**config.mk**
```make
export PLATFORM = sky130hd
export DESIGN_NAME = clk_sample_sched
export DESIGN_NICKNAME = d
export VERILOG_FILES = /design/src/rtl/clk_sample_sched.sv
export SDC_FILE = /design/constraint.sdc
export NUM_CORES = 1
export LEC_CHECK = 0
export ABC_AREA = 1
export CAP_MARGIN = 20
export CORE_UTILIZATION = 40
export DETAILED_ROUTE_END_ITERATION = 8
export GPL_TIMING_DRIVEN = 0
export SETUP_SLACK_MARGIN = 0.15
export SYNTH_ARGS = -nofsm -noshare
export SYNTH_HDL_FRONTEND = slang
export SYNTH_SLANG_ARGS = --single-unit
```
**constraint.sdc**
```tcl
create_clock -name clk_in -period 4.2 [get_ports clk_in]
set_input_delay 0.42 -clock clk_in [delete_from_list [all_inputs] [get_ports clk_in]]
set_output_delay 0.42 -clock clk_in [all_outputs]
set_load 0.05 [all_outputs]
```
**src/rtl/clk_sample_sched.sv**
```systemverilog
// clk_sample_sched
//   Sequencing controller for the phase-accumulator sample-clock generator.
//   Owns the phase accumulator, the active tuning word, a one-deep pending
//   tuning-word register and a run/burst state machine (IDLE, RUN, STOP_PEND).
//
// Configuration macro: CLK_SAMPLE_WRAP_UPDATE_EN
//   defined   : a pending tuning word is applied in RUN/STOP_PEND only on the
//               edge that wraps the accumulator (phase-continuous boundaries).
//   undefined : a pending tuning word is applied on the edge after its transfer
//               in every state.
//
// Ports
//   clk_in      system clock
//   RST         asynchronous active-high reset
//   cfg_fre     tuning word, output rate = f_clk*cfg_fre/2^PHASE_WIDTH
//   cfg_valid   cfg_fre valid
//   cfg_ready   pending register free, cfg_fre can be accepted
//   start       begin a run (IDLE only)
//   stop        stop at the next period boundary
//   burst_len   samples per run, latched at start, 0 = continuous
//   busy        state is not IDLE
//   done        one-cycle pulse when a run ends
//   clk_sample  accumulator MSB (square sample clock)
//   sample_stb  one-cycle pulse per accumulator wrap
//   sample_cnt  samples produced in the current run
module clk_sample_sched #(
    parameter int unsigned PHASE_WIDTH = 32,
    parameter int unsigned CNT_WIDTH   = 16
) (
    input  logic                   clk_in,
    input  logic                   RST,
    input  logic [PHASE_WIDTH-1:0] cfg_fre,
    input  logic                   cfg_valid,
    output logic                   cfg_ready,
    input  logic                   start,
    input  logic                   stop,
    input  logic [CNT_WIDTH-1:0]   burst_len,
    output logic                   busy,
    output logic                   done,
    output logic                   clk_sample,
    output logic                   sample_stb,
    output logic [CNT_WIDTH-1:0]   sample_cnt
);

    typedef enum logic [1:0] {
        IDLE,
        RUN,
        STOP_PEND
    } state_t;

    state_t                 state;
    state_t                 state_nxt;
    logic [PHASE_WIDTH-1:0] acc;
    logic [PHASE_WIDTH-1:0] acc_nxt;
    logic [PHASE_WIDTH-1:0] active_fre;
    logic [PHASE_WIDTH-1:0] active_nxt;
    logic [PHASE_WIDTH-1:0] pend_fre;
    logic [PHASE_WIDTH-1:0] pend_nxt;
    logic                   pend_valid;
    logic                   pend_valid_nxt;
    logic [CNT_WIDTH-1:0]   cnt_nxt;
    logic [CNT_WIDTH-1:0]   cnt_inc;
    logic [CNT_WIDTH-1:0]   burst_reg;
    logic [CNT_WIDTH-1:0]   burst_nxt;
    logic                   stb_nxt;
    logic                   done_nxt;
    logic [PHASE_WIDTH:0]   sum;
    logic                   wrap;
    logic                   burst_end;
    logic                   apply;

    // One extra bit on the adder gives the carry-out that marks a period boundary.
    assign sum       = {1'b0, acc} + {1'b0, active_fre};
    assign wrap      = sum[PHASE_WIDTH];
    assign cnt_inc   = sample_cnt + CNT_WIDTH'(1);
    assign burst_end = (burst_reg != '0) && (cnt_inc == burst_reg);

`ifdef CLK_SAMPLE_WRAP_UPDATE_EN
    // A zero tuning word never wraps, so it would otherwise lock out every
    // later update; with no running phase there is no boundary to protect.
    assign apply = pend_valid && ((state == IDLE) || wrap || (active_fre == '0));
`else
    assign apply = pend_valid;
`endif

    assign cfg_ready  = !pend_valid;
    assign busy       = (state != IDLE);
    assign clk_sample = acc[PHASE_WIDTH-1];

    always_comb begin
        state_nxt      = state;
        acc_nxt        = acc;
        cnt_nxt        = sample_cnt;
        burst_nxt      = burst_reg;
        stb_nxt        = 1'b0;
        done_nxt       = 1'b0;
        active_nxt     = active_fre;
        pend_nxt       = pend_fre;
        pend_valid_nxt = pend_valid;

        // Apply and transfer are mutually exclusive: a transfer needs an empty
        // pending register, an apply needs a full one.
        if (apply) begin
            active_nxt     = pend_fre;
            pend_valid_nxt = 1'b0;
        end
        if (cfg_valid && cfg_ready) begin
            pend_nxt       = cfg_fre;
            pend_valid_nxt = 1'b1;
        end

        case (state)
            IDLE: begin
                acc_nxt = '0;
                if (start) begin
                    state_nxt = RUN;
                    cnt_nxt   = '0;
                    burst_nxt = burst_len;
                end
            end
            RUN: begin
                acc_nxt = sum[PHASE_WIDTH-1:0];
                if (wrap) begin
                    stb_nxt = 1'b1;
                    cnt_nxt = cnt_inc;
                end
                if (wrap && burst_end) begin
                    state_nxt = IDLE;
                    done_nxt  = 1'b1;
                    acc_nxt   = '0;
                end else if (stop) begin
                    if (active_fre == '0) begin
                        state_nxt = IDLE;
                        done_nxt  = 1'b1;
                        acc_nxt   = '0;
                    end else begin
                        state_nxt = STOP_PEND;
                    end
                end
            end
            STOP_PEND: begin
                acc_nxt = sum[PHASE_WIDTH-1:0];
                if (wrap) begin
                    // Covers a coincident burst end too: one strobe, one done.
                    stb_nxt   = 1'b1;
                    cnt_nxt   = cnt_inc;
                    state_nxt = IDLE;
                    done_nxt  = 1'b1;
                    acc_nxt   = '0;
                end else if (active_fre == '0) begin
                    // Tuning word dropped to zero while waiting: no wrap will come.
                    state_nxt = IDLE;
                    done_nxt  = 1'b1;
                    acc_nxt   = '0;
                end
            end
            default: begin
                state_nxt = IDLE;
                acc_nxt   = '0;
            end
        endcase
    end

    always_ff @(posedge clk_in or posedge RST) begin
        if (RST) begin
            state      <= IDLE;
            acc        <= '0;
            active_fre <= '0;
            pend_fre   <= '0;
            pend_valid <= 1'b0;
            sample_cnt <= '0;
            burst_reg  <= '0;
            sample_stb <= 1'b0;
            done       <= 1'b0;
        end else begin
            state      <= state_nxt;
            acc        <= acc_nxt;
            active_fre <= active_nxt;
            pend_fre   <= pend_nxt;
            pend_valid <= pend_valid_nxt;
            sample_cnt <= cnt_nxt;
            burst_reg  <= burst_nxt;
            sample_stb <= stb_nxt;
            done       <= done_nxt;
        end
    end

endmodule

```
==> results of run 1 <==
cell families after synthesis:
logic type | Yosys count | share of synthesized area
and+or+nand+nor | 485 | 0.2746
AOI/OAI and AO/OA | 146 | 0.1062
buffers and inverters | 136 | 0.07259
DFF | 133 | 0.4379
adders and majority gates | 38 | 0.06354
xor gates and xnor gates | 33 | 0.04082
muxes | 3 | 0.004444
cells in the final DEF (no fill, tap or decap), types with 18 or more instances in the layout:
master,instances
a21oi_1,51
clkbuf_1,21
clkdlybuf4s50_1,73
dfrtp_1,133
ha_1,37
inv_1,112
nand2_1,271
nand3_1,47
nand4_1,20
nor2_1,94
nor2_2,21
o21ai_0,68
xor2_1,18
stage by stage:
step	worst slack, ns	cells
3_5_place_dp	1.063	1282
4_1_cts	1.055	1314
5_1_grt	0.8000	1314
2_1_floorplan	0.2256	974
3_3_place_gp	-1.804	1281
6_report	1.060	1314
cell type report:
cell class | count | area, um2
inverters | 114 | 432.9
flip-flops and latches | 133 | 3328
clock inverters | 9 | 103.9
repair buffers | 74 | 758.2
multi-input cells | 705 | 3721
well taps | 234 | 292.8
clock buffers | 23 | 457.9
fillers | 1825 | 9424
plain buffers | 22 | 123.9
power by group through the flow:
stage / Combinational [mW] / Clock [mW] / Sequential [mW]
after global routing: 2.23 / 1.51 / 1.80
final: 1.99 / 1.43 / 1.76
after global placement: 1.98 / 0 / 1.78
after detailed placement: 1.98 / 0 / 1.78
after floorplan: 1.42 / 0 / 1.77
after CTS: 2.00 / 1.46 / 1.76
metal layers:
layer,wire length [um],vias to the layer above
met5,0,-
met4,435,0
met3,690,28
met2,9533,130
met1,9022,3088
li1,-,3325
final timing paths:
path | end | slack [ns] | cells after the start | startpoint
min in group clk_in | active_fre[13]$_DFFE_PP0P_ | 0.48 | 2 | pend_fre[13]$_DFFE_PP0P_
min reg2reg | active_fre[13]$_DFFE_PP0P_ | 0.48 | 2 | pend_fre[13]$_DFFE_PP0P_
max reg2reg | sample_cnt[12]$_DFFE_PP0P_ | 1.06 | 14 | active_fre[0]$_DFFE_PP0P_
max in group asynchronous | active_fre[17]$_DFFE_PP0P_ | 3.02 | 3 | RST
max | sample_cnt[12]$_DFFE_PP0P_ | 1.06 | 14 | active_fre[0]$_DFFE_PP0P_
min | burst_reg[0]$_DFFE_PP0P_ | 0.43 | 2 | RST
==> out/qor.yml, run 1 <==
synthesis:
  yosysUniqueCellTypes: 45
  synth_edf_count: 0
  syn-cell-area_mm2: 0.007601
  synth.avg_cell_area_um2: 7.804
  yosysTopAreaCellShare: 0.4379
  yosysWarnings: 0
  syn-num-nets: 1065
  synth_common_cells: "271 x nand2_1, 133 x dfrtp_1, 113 x inv_1, 94 x nor2_1, 68 x o21ai_0"
  synth-seq-cells: 133
  synth_largest_area_cell: "dfrtp_1"
  synth_cells: 974
  yosysSeqAreaShare: 0.4379
  synthFlopType: "dfrtp_1"
  synth.most_common_cell: "nand2_1"
  synthTopCellsByArea: "dfrtp_1 44%, nand2_1 13%, ha_1 6.1%, inv_1 5.6%, nor2_1 4.6%"
  synthArstFlopShare: 1.000
worst_setup_path:
  arrival_ns: 3.42
  worst-path-buf-inv: 4
  crit_path_end_kind: "register"
  path_cells: "ha_1 > inv_1 > fa_1 > inv_1 > nand3_1 > nand2_1 > a21oi_1 > o21ai_1 > nand2_1 > nand2_2 > o21ai_4 > inv_2 > clkbuf_1 > o21ai_0"
  crit_path_start_kind: "register"
  cp_max_fo: 10
  crit_family: "compound AO/OA/AOI/OAI gates"
  slowest_delay_ns: 0.43
  worstSetupPathType: "reg2reg"
  cpMaxStageDelayCell: "clkbuf_1"
  required_ns: 4.48
drt:
  wl_um: 19680
  drtAntennaViolNets: 0
  vias: 6571
  via_per_inst: 5.001
  drt-pass1-iter-count: 6
  route.detailed.drc: 0
  drtIter0Drc: 357
  wire_per_inst_um: 14.98
sta:
  finalCritPeriodShare: 0.7477
  hold_ws_ns: 0.4273
  period_minus_slack_ns: 3.140
  rsz0062_at_grt: "false"
  max_freq_mhz: 318.4
  drv_slew: 0
  setup_violations: 0
  tightest_slew_ns: 0.7749
  skew_ns: 0.008006
  hold_viol_final: 0
  slew_headroom: 0.4834
  setup_tns_ns: 0
floorplan:
  core_mm2: 0.01864
  die_area_mm2: 0.01956
  die_y_um: 139.9
  die_w_um: 139.9
  pin_count: 74
  rows: 50
  start_util: 0.4077
power:
  power.total_mw: 5.181
  p_int_mw: 3.171
  power_frac_comb: 0.384
  p_leak_nw: 4.363
  clkPwrFrac: 0.277
  ir_worst_vdd_v: 0.0003455
  switchingPower_mw: 2.011
  seqPwrFrac: 0.340
  swShare: 0.3880
  power.density_mw_per_mm2: 562.0
grt:
  grt_use_total: 0.2135
  use_met1: 0.2694
  top_usage_layer: "met2"
  grt_max_degree: 77
  grt_pass1_vias: 6560
  overflow: 0
  grtUsageMet3: 0.04198
  grt_pass1_wl_um: 32310
  use_met2: 0.3642
  antenna_found_initial: 0
cts:
  ctsResizeCount: 0
  post_cts_buffers: 0
  clk_latency_ns: 0.42
  cts_buffer_depth: 2
  cts_tree: "done"
  cts_hold_buf: 0
  numClockSinks: 133
  cts_buffers: 17
  clockRootBuffer: "clkbuf_16"
  h-tree-depth: 4
  path_clk_slew_ns: 0.06
placed_design:
  portBuffers: 73
  routabilityCongestion: 0.9237
  placed_area_mm2: 0.008657
  hpwl_um: 15050
hold_path:
  hold_path_class: "in2async"
finish:
  area_growth_pct: 21.28
  finalInstanceArea_mm2: 0.009219
  utilization: 0.4945
  drive_above_1_share: 0.07130
  antennaDiodeCount: 0
  reg_top3: "acc (32), active_fre (32), pend_fre (32)"
  nets: 1158
status:
  status: "finished, final reports clean"
flow_run:
  maxCapViolCount: 0
No activity file was read; power rests on OpenSTA's default activity.
==> run 2, diff against run 1 <==
clock period = 2.9 ns   (was 4.2 ns; I/O delays follow)
==> out/qor.yml, run 2 (same netlist as run 1, synthesis figures left out) <==
sta:
  drv_slew: 0  # unchanged
  tightest_slew_ns: 0.7232  # was 0.7749 ns
  finalCritPeriodShare: 0.8828  # was 0.7477
  slew_headroom: 0.5179  # was 0.4834
  hold_ws_ns: 0.2618  # was 0.4273 ns
  rsz0062_at_grt: "false"  # unchanged
  skew_ns: 0.009518  # was 0.008006 ns
  max_freq_mhz: 390.6  # was 318.4 MHz
  setup_violations: 0  # unchanged
  hold_viol_final: 0  # unchanged
  period_minus_slack_ns: 2.560  # was 3.140 ns
  setup_ws_ns: 0.3399  # was 1.060 ns
  setup_tns_ns: 0  # unchanged
floorplan:
  die_area_mm2: 0.01956  # unchanged
  start_util: 0.4077  # unchanged
  die_y_um: 139.9  # unchanged
  pin_count: 74  # unchanged
  core_mm2: 0.01864  # unchanged
  die_w_um: 139.9  # unchanged
  rows: 50  # unchanged
cts:
  numClockSinks: 133  # unchanged
  cts_buffers: 17  # unchanged
  clk_latency_ns: 0.42  # about the same
  cts_tree: "done"  # unchanged
  clockRootBuffer: "clkbuf_16"  # unchanged
  path_clk_slew_ns: 0.06  # about the same
  cts_hold_buf: 0  # unchanged
  h-tree-depth: 4  # unchanged
  cts_buffer_depth: 2  # unchanged
drt:
  drtAntennaViolNets: 0  # unchanged
  wl_met1_um: 9023  # was 9022 um
  wl_met2_um: 9864  # was 9533 um
  wl_um: 19800  # was 19680 um
  drt-pass1-iter-count: 4  # was 6
  drtIter0Drc: 425  # was 357
  via_per_inst: 4.943  # was 5.001
  wire_per_inst_um: 15.02  # was 14.98 um
  route.detailed.drc: 0  # unchanged
  wl_met3_um: 521  # was 690 um
  top_layer_used: "met4"  # unchanged
  vias: 6515  # was 6571
worst_setup_path:
  cp_common_cell: "nor2_1"
  worstSetupPathType: "reg2reg"  # unchanged
  cp_max_fo: 10  # unchanged
  timing.rr.start: "acc[19]$_DFF_PP0_"  # was active_fre[0]$_DFFE_PP0P_
  crit_family: "simple AND/OR/NAND/NOR gates"  # was compound AO/OA/AOI/OAI gates
  rr_endpoint: "acc[26]$_DFF_PP0_"  # was sample_cnt[12]$_DFFE_PP0P_
  slowest_delay_ns: 0.37  # was 0.43 ns
  cpMaxStageDelayCell: "dfrtp_1"  # was clkbuf_1
  worst-path-buf-inv: 1  # was 4
  reg2reg_depth: 13  # was 14
  arrival_ns: 2.89  # was 3.42 ns
  crit_path_start_kind: "register"  # unchanged
  r2r_slack_ns: 0.34  # was 1.06 ns
  required_ns: 3.23  # was 4.48 ns
  path_cells: "ha_1 > a21oi_1 > o21ai_0 > a21oi_1 > nor2_1 > nor2_2 > nand2_4 > nor2_1 > nand2_1 > nand2_2 > nand2_4 > buf_8 > nor2_1"  # was ha_1 > inv_1 > fa_1 > inv_1 > nand3_1 > nand2_1 > a21oi_1 > o21ai_1 > nand2_1 > nand2_2 > o21ai_4 > inv_2 > clkbuf_1 > o21ai_0
  crit_path_end_kind: "register"  # unchanged
finish:
  fillers: 1865  # was 1825
  antennaDiodeCount: 0  # unchanged
  finalInstanceArea_mm2: 0.009369  # was 0.009219 mm2
  area_growth_pct: 23.26  # was 21.28%
  utilization: 0.5026  # was 0.4945
  nets: 1163  # was 1158
  fin_cells: 1318  # was 1314
  reg_top3: "acc (32), active_fre (32), pend_fre (32)"  # unchanged
  layout_common_cells: "269 x nand2_1, 131 x dfrtp_1, 112 x inv_1"  # was 271 x nand2_1, 133 x dfrtp_1, 112 x inv_1
  drive_above_1_share: 0.08579  # was 0.07130
  final_common_cell: "nand2_1"  # unchanged
flow_run:
  maxCapViolCount: 0  # unchanged
placed_design:
  portBuffers: 73  # unchanged
  place_ws_ns: -0.2435  # was 1.063 ns
  hpwl_um: 15230  # was 15050 um
  placed_cells: 1284  # was 1282
  placed_area_mm2: 0.008688  # was 0.008657 mm2
  routabilityCongestion: 0.8994  # was 0.9237
grt:
  grt_use_total: 0.2188  # was 0.2135
  grt_max_degree: 42  # was 77
  grt_pass1_wl_um: 33230  # was 32310 um
  overflow: 0  # unchanged
  antenna_found_initial: 0  # unchanged
  grt_pass1_vias: 6740  # was 6560
status:
  status: "finished, final reports clean"  # unchanged
power:
  power.density_mw_per_mm2: 824.2  # was 562.0 mW/mm2
  power.total_mw: 7.722  # was 5.181 mW
  ir_worst_vdd_v: 0.0004873  # was 0.0003455 V
  p_leak_nw: 4.416  # was 4.363 nW
hold_path:
  hold_path_class: "in2async"  # unchanged
==> run 2: cell count changes in the layout (fill, tap and decap cells not counted), moves of 2 or more <==
cell	before	now
buf_4	0	4
clkbuf_1	21	17
buf_12	2	5
clkbuf_8	1	4
clkinv_2	4	2
clkinvlp_4	2	4
dfrtp_1	133	131
dfrtp_2	0	2
nand2_1	271	269
o21ai_0	68	66
==> run 2: what timing repair did <==
item | 4_1_cts | 5_1_grt
setup endpoints to repair | 47 | 45
gates resized for setup | 6 | 11
pin swaps | 1 | 3
buffers inserted | 1 | 2
==> run 2: routing by layer <==
metal	vias to the layer above	GRT usage
li1	3331	-
met1	3067	0.2741
met2	93	0.3779
met3	24	0.03854
met4	0	0.07750
met5	-	0
==> run 2: worst max path at each step <==
stage | depth (start not counted) | from | endpoint
final | 13 | acc[19]$_DFF_PP0_ | acc[26]$_DFF_PP0_
after global routing | 13 | active_fre[19]$_DFFE_PP0P_ | acc[26]$_DFF_PP0_
after CTS | 14 | active_fre[0]$_DFFE_PP0P_ | sample_cnt[12]$_DFFE_PP0P_
after detailed placement | 14 | active_fre[0]$_DFFE_PP0P_ | sample_cnt[10]$_DFFE_PP0P_
after global placement | 2 | RST | active_fre[18]$_DFFE_PP0P_
after floorplan | 17 | sample_cnt[1]$_DFFE_PP0P_ | acc[3]$_DFF_PP0_
==> run 2: power breakdown <==
group          total, mW  internal [mW]  leakage (nW)  switching (mW)
registers           2.55           2.28          1.70           0.275
clock network       2.23           1.44         0.291           0.797
logic               2.94           1.08          2.43            1.86
==> run 2: layout make-up <==
| type | count | area (um2) | area share |
|---|---|---|---|
| buffer | 22 | 131.4 | 0.01402 |
| clock buffer | 23 | 488.0 | 0.05208 |
| clock inverter | 8 | 122.6 | 0.01309 |
| inverter | 114 | 431.7 | 0.04607 |
| multi-input combinational | 705 | 3759 | 0.4012 |
| sequential | 133 | 3331 | 0.3555 |
| tap | 234 | 292.8 | 0.03125 |
| timing repair buffer | 79 | 813.3 | 0.08681 |
==> run 3, diff against run 2 <==
SLEW_MARGIN = 20   (was not set)
clock period = 2.6 ns   (was 2.9 ns; I/O delays follow)
==> out/qor.yml, run 3 (same netlist as run 1, synthesis figures left out) <==
placed_design:
  portBuffers: 73  # unchanged
  place_ws_ns: -0.6059  # was -0.2435 ns
  placed_cells: 1285  # was 1284
  hpwl_um: 15270  # was 15230 um
  placed_area_mm2: 0.008717  # was 0.008688 mm2
  routabilityCongestion: 0.9087  # was 0.8994
worst_setup_path:
  worstSetupPathType: "reg2reg"  # unchanged
  reg2reg_depth: 17  # was 13
  crit_path_end_kind: "register"  # unchanged
  crit_path_start_kind: "register"  # unchanged
  cp_max_fo: 6  # was 10
  arrival_ns: 2.80  # was 2.89 ns
  required_ns: 2.91  # was 3.23 ns
finish:
  antennaDiodeCount: 0  # unchanged
  drive_above_1_share: 0.1250  # was 0.08579
  finalInstanceArea_mm2: 0.009798  # was 0.009369 mm2
  area_growth_pct: 28.91  # was 23.26%
  fin_cells: 1338  # was 1318
  reg_top3: "acc (32), active_fre (32), pend_fre (32)"  # unchanged
  layout_common_cells: "269 x nand2_1, 129 x dfrtp_1, 110 x inv_1"  # was 269 x nand2_1, 131 x dfrtp_1, 112 x inv_1
  final_common_cell: "nand2_1"  # unchanged
  nets: 1182  # was 1163
drt:
  drt-pass1-iter-count: 5  # was 4
  vias: 6727  # was 6515
  wire_per_inst_um: 15.44  # was 15.02 um
  wl_um: 20670  # was 19800 um
  drtAntennaViolNets: 0  # unchanged
  via_per_inst: 5.028  # was 4.943
  route.detailed.drc: 0  # unchanged
  drtIter0Drc: 419  # was 425
sta:
  rsz0062_at_grt: "true"  # was false
  tightest_slew_ns: 0.7404  # was 0.7232 ns
  drv_slew: 0  # unchanged
  setup_violations: 0  # unchanged
  setup_ws_ns: 0.1101  # was 0.3399 ns
  finalCritPeriodShare: 0.9577  # was 0.8828
  slew_headroom: 0.5064  # was 0.5179
  max_freq_mhz: 401.6  # was 390.6 MHz
  hold_viol_final: 0  # unchanged
  skew_ns: 0.008357  # was 0.009518 ns
  setup_tns_ns: 0  # unchanged
  period_minus_slack_ns: 2.490  # was 2.560 ns
cts:
  h-tree-depth: 4  # unchanged
  clockRootBuffer: "clkbuf_16"  # unchanged
  numClockSinks: 133  # unchanged
  cts_buffers: 17  # unchanged
  cts_hold_buf: 0  # unchanged
  path_clk_slew_ns: 0.06  # about the same
  clk_latency_ns: 0.43  # was 0.42 ns
  cts_tree: "done"  # unchanged
  cts_buffer_depth: 2  # unchanged
grt:
  grt_use_total: 0.2216  # was 0.2188
  grt_pass1_wl_um: 33490  # was 33230 um
  grt_pass1_vias: 6670  # was 6740
  grt_max_degree: 34  # was 42
  antenna_found_initial: 0  # unchanged
  overflow: 0  # unchanged
floorplan:
  die_area_mm2: 0.01956  # unchanged
  pin_count: 74  # unchanged
  core_mm2: 0.01864  # unchanged
  die_w_um: 139.9  # unchanged
  rows: 50  # unchanged
  die_y_um: 139.9  # unchanged
  start_util: 0.4077  # unchanged
power:
  ir_worst_vdd_v: 0.0006430  # was 0.0004873 V
  power.density_mw_per_mm2: 953.3  # was 824.2 mW/mm2
  p_leak_nw: 4.580  # was 4.416 nW
hold_path:
  hold_path_class: "in2async"  # unchanged
status:
  status: "finished, final reports clean"  # unchanged
flow_run:
  maxCapViolCount: 0  # unchanged
[run 3: changes by cell type in the layout (fill, tap and decap cells not counted), moves of 5 or more]
cell / change
a21oi_1: -6
a21oi_2: +6
buf_4: +12
ha_1: -5
ha_4: +5
o21ai_0: -12
o21ai_1: +11
[run 3: report_power, final]
| part | switching, mW | total [mW] | leakage (nW) | internal [mW] |
|---|---|---|---|---|
| Clock | 0.914 | 2.60 | 0.312 | 1.68 |
| Sequential | 0.308 | 2.85 | 1.70 | 2.54 |
| Combinational | 2.27 | 3.89 | 2.57 | 1.62 |
[run 3: what timing repair did]
action | CTS | global route
endpoints found under the setup margin | 51 | 50
resized for setup | 30 | 33
setup buffers | 13 | 5
cloned | 1 | 2
pin swaps | 2 | 12
[run 3: path summary, 6_finish.rpt]
kind	slack, ns	from	to
worst min register to register	0.48	pend_fre[2]$_DFFE_PP0P_	pend_fre[2]$_DFFE_PP0P_
worst max-delay path	0.11	active_fre[0]$_DFFE_PP0P_	acc[16]$_DFF_PP0_
worst min-delay path	0.22	RST	burst_reg[0]$_DFFE_PP0P_
worst max register to register	0.11	active_fre[0]$_DFFE_PP0P_	acc[16]$_DFF_PP0_
min in group clk_in	0.37	cfg_fre[13]	pend_fre[13]$_DFFE_PP0P_
max in group asynchronous	1.43	RST	active_fre[21]$_DFFE_PP0P_
[run 3: routing by layer]
| layer | wire [um] | part of all wire | up-vias | GRT usage |
|---|---|---|---|---|
| met3 | 768 | 0.037 | 36 | 0.04061 |
| met1 | 9226 | 0.45 | 3154 | 0.2825 |
| met2 | 10110 | 0.49 | 154 | 0.3703 |
| li1 | - | - | 3383 | - |
| met5 | 0 | 0 | - | 0 |
| met4 | 564 | 0.027 | 0 | 0.09080 |
[run 3: cell type report]
| type | instances | area, um2 |
|---|---|---|
| fill | 1760 | 8845 |
| multi-input combinational | 705 | 3889 |
| sequential | 133 | 3333 |
| timing repair buffer | 98 | 1056 |
| clock buffer | 25 | 525.5 |
| inverter | 114 | 436.7 |
| tap | 234 | 292.8 |
| buffer | 22 | 150.1 |
| clock inverter | 7 | 115.1 |
[run 3: through the flow]
stage,util,hold slack (ns),total power [mW]
6_report,0.5256,0.2238,9.341
5_1_grt,0.5256,0.2717,9.937
4_1_cts,0.5147,0.2333,9.061
3_5_place_dp,0.4676,0.4653,6.101
3_3_place_gp,0.4629,0.4612,6.064
2_1_floorplan,-,0.3696,5.168
[run 3: critical path, stage by stage (launching register included)]
cell and delay (ns):
dfrtp_1 0.36, ha_2 0.19, inv_2 0.06, fa_2 0.41, inv_2 0.07, nand3_2 0.08
nand2_4 0.10, a21oi_4 0.08, o21ai_4 0.17, nand2_2 0.11, nand2_4 0.11, nand3_4 0.09
nand2_2 0.07, nand2_2 0.06, nand2_4 0.07, buf_12 0.14, clkbuf_16 0.16, nor2_2 0.03
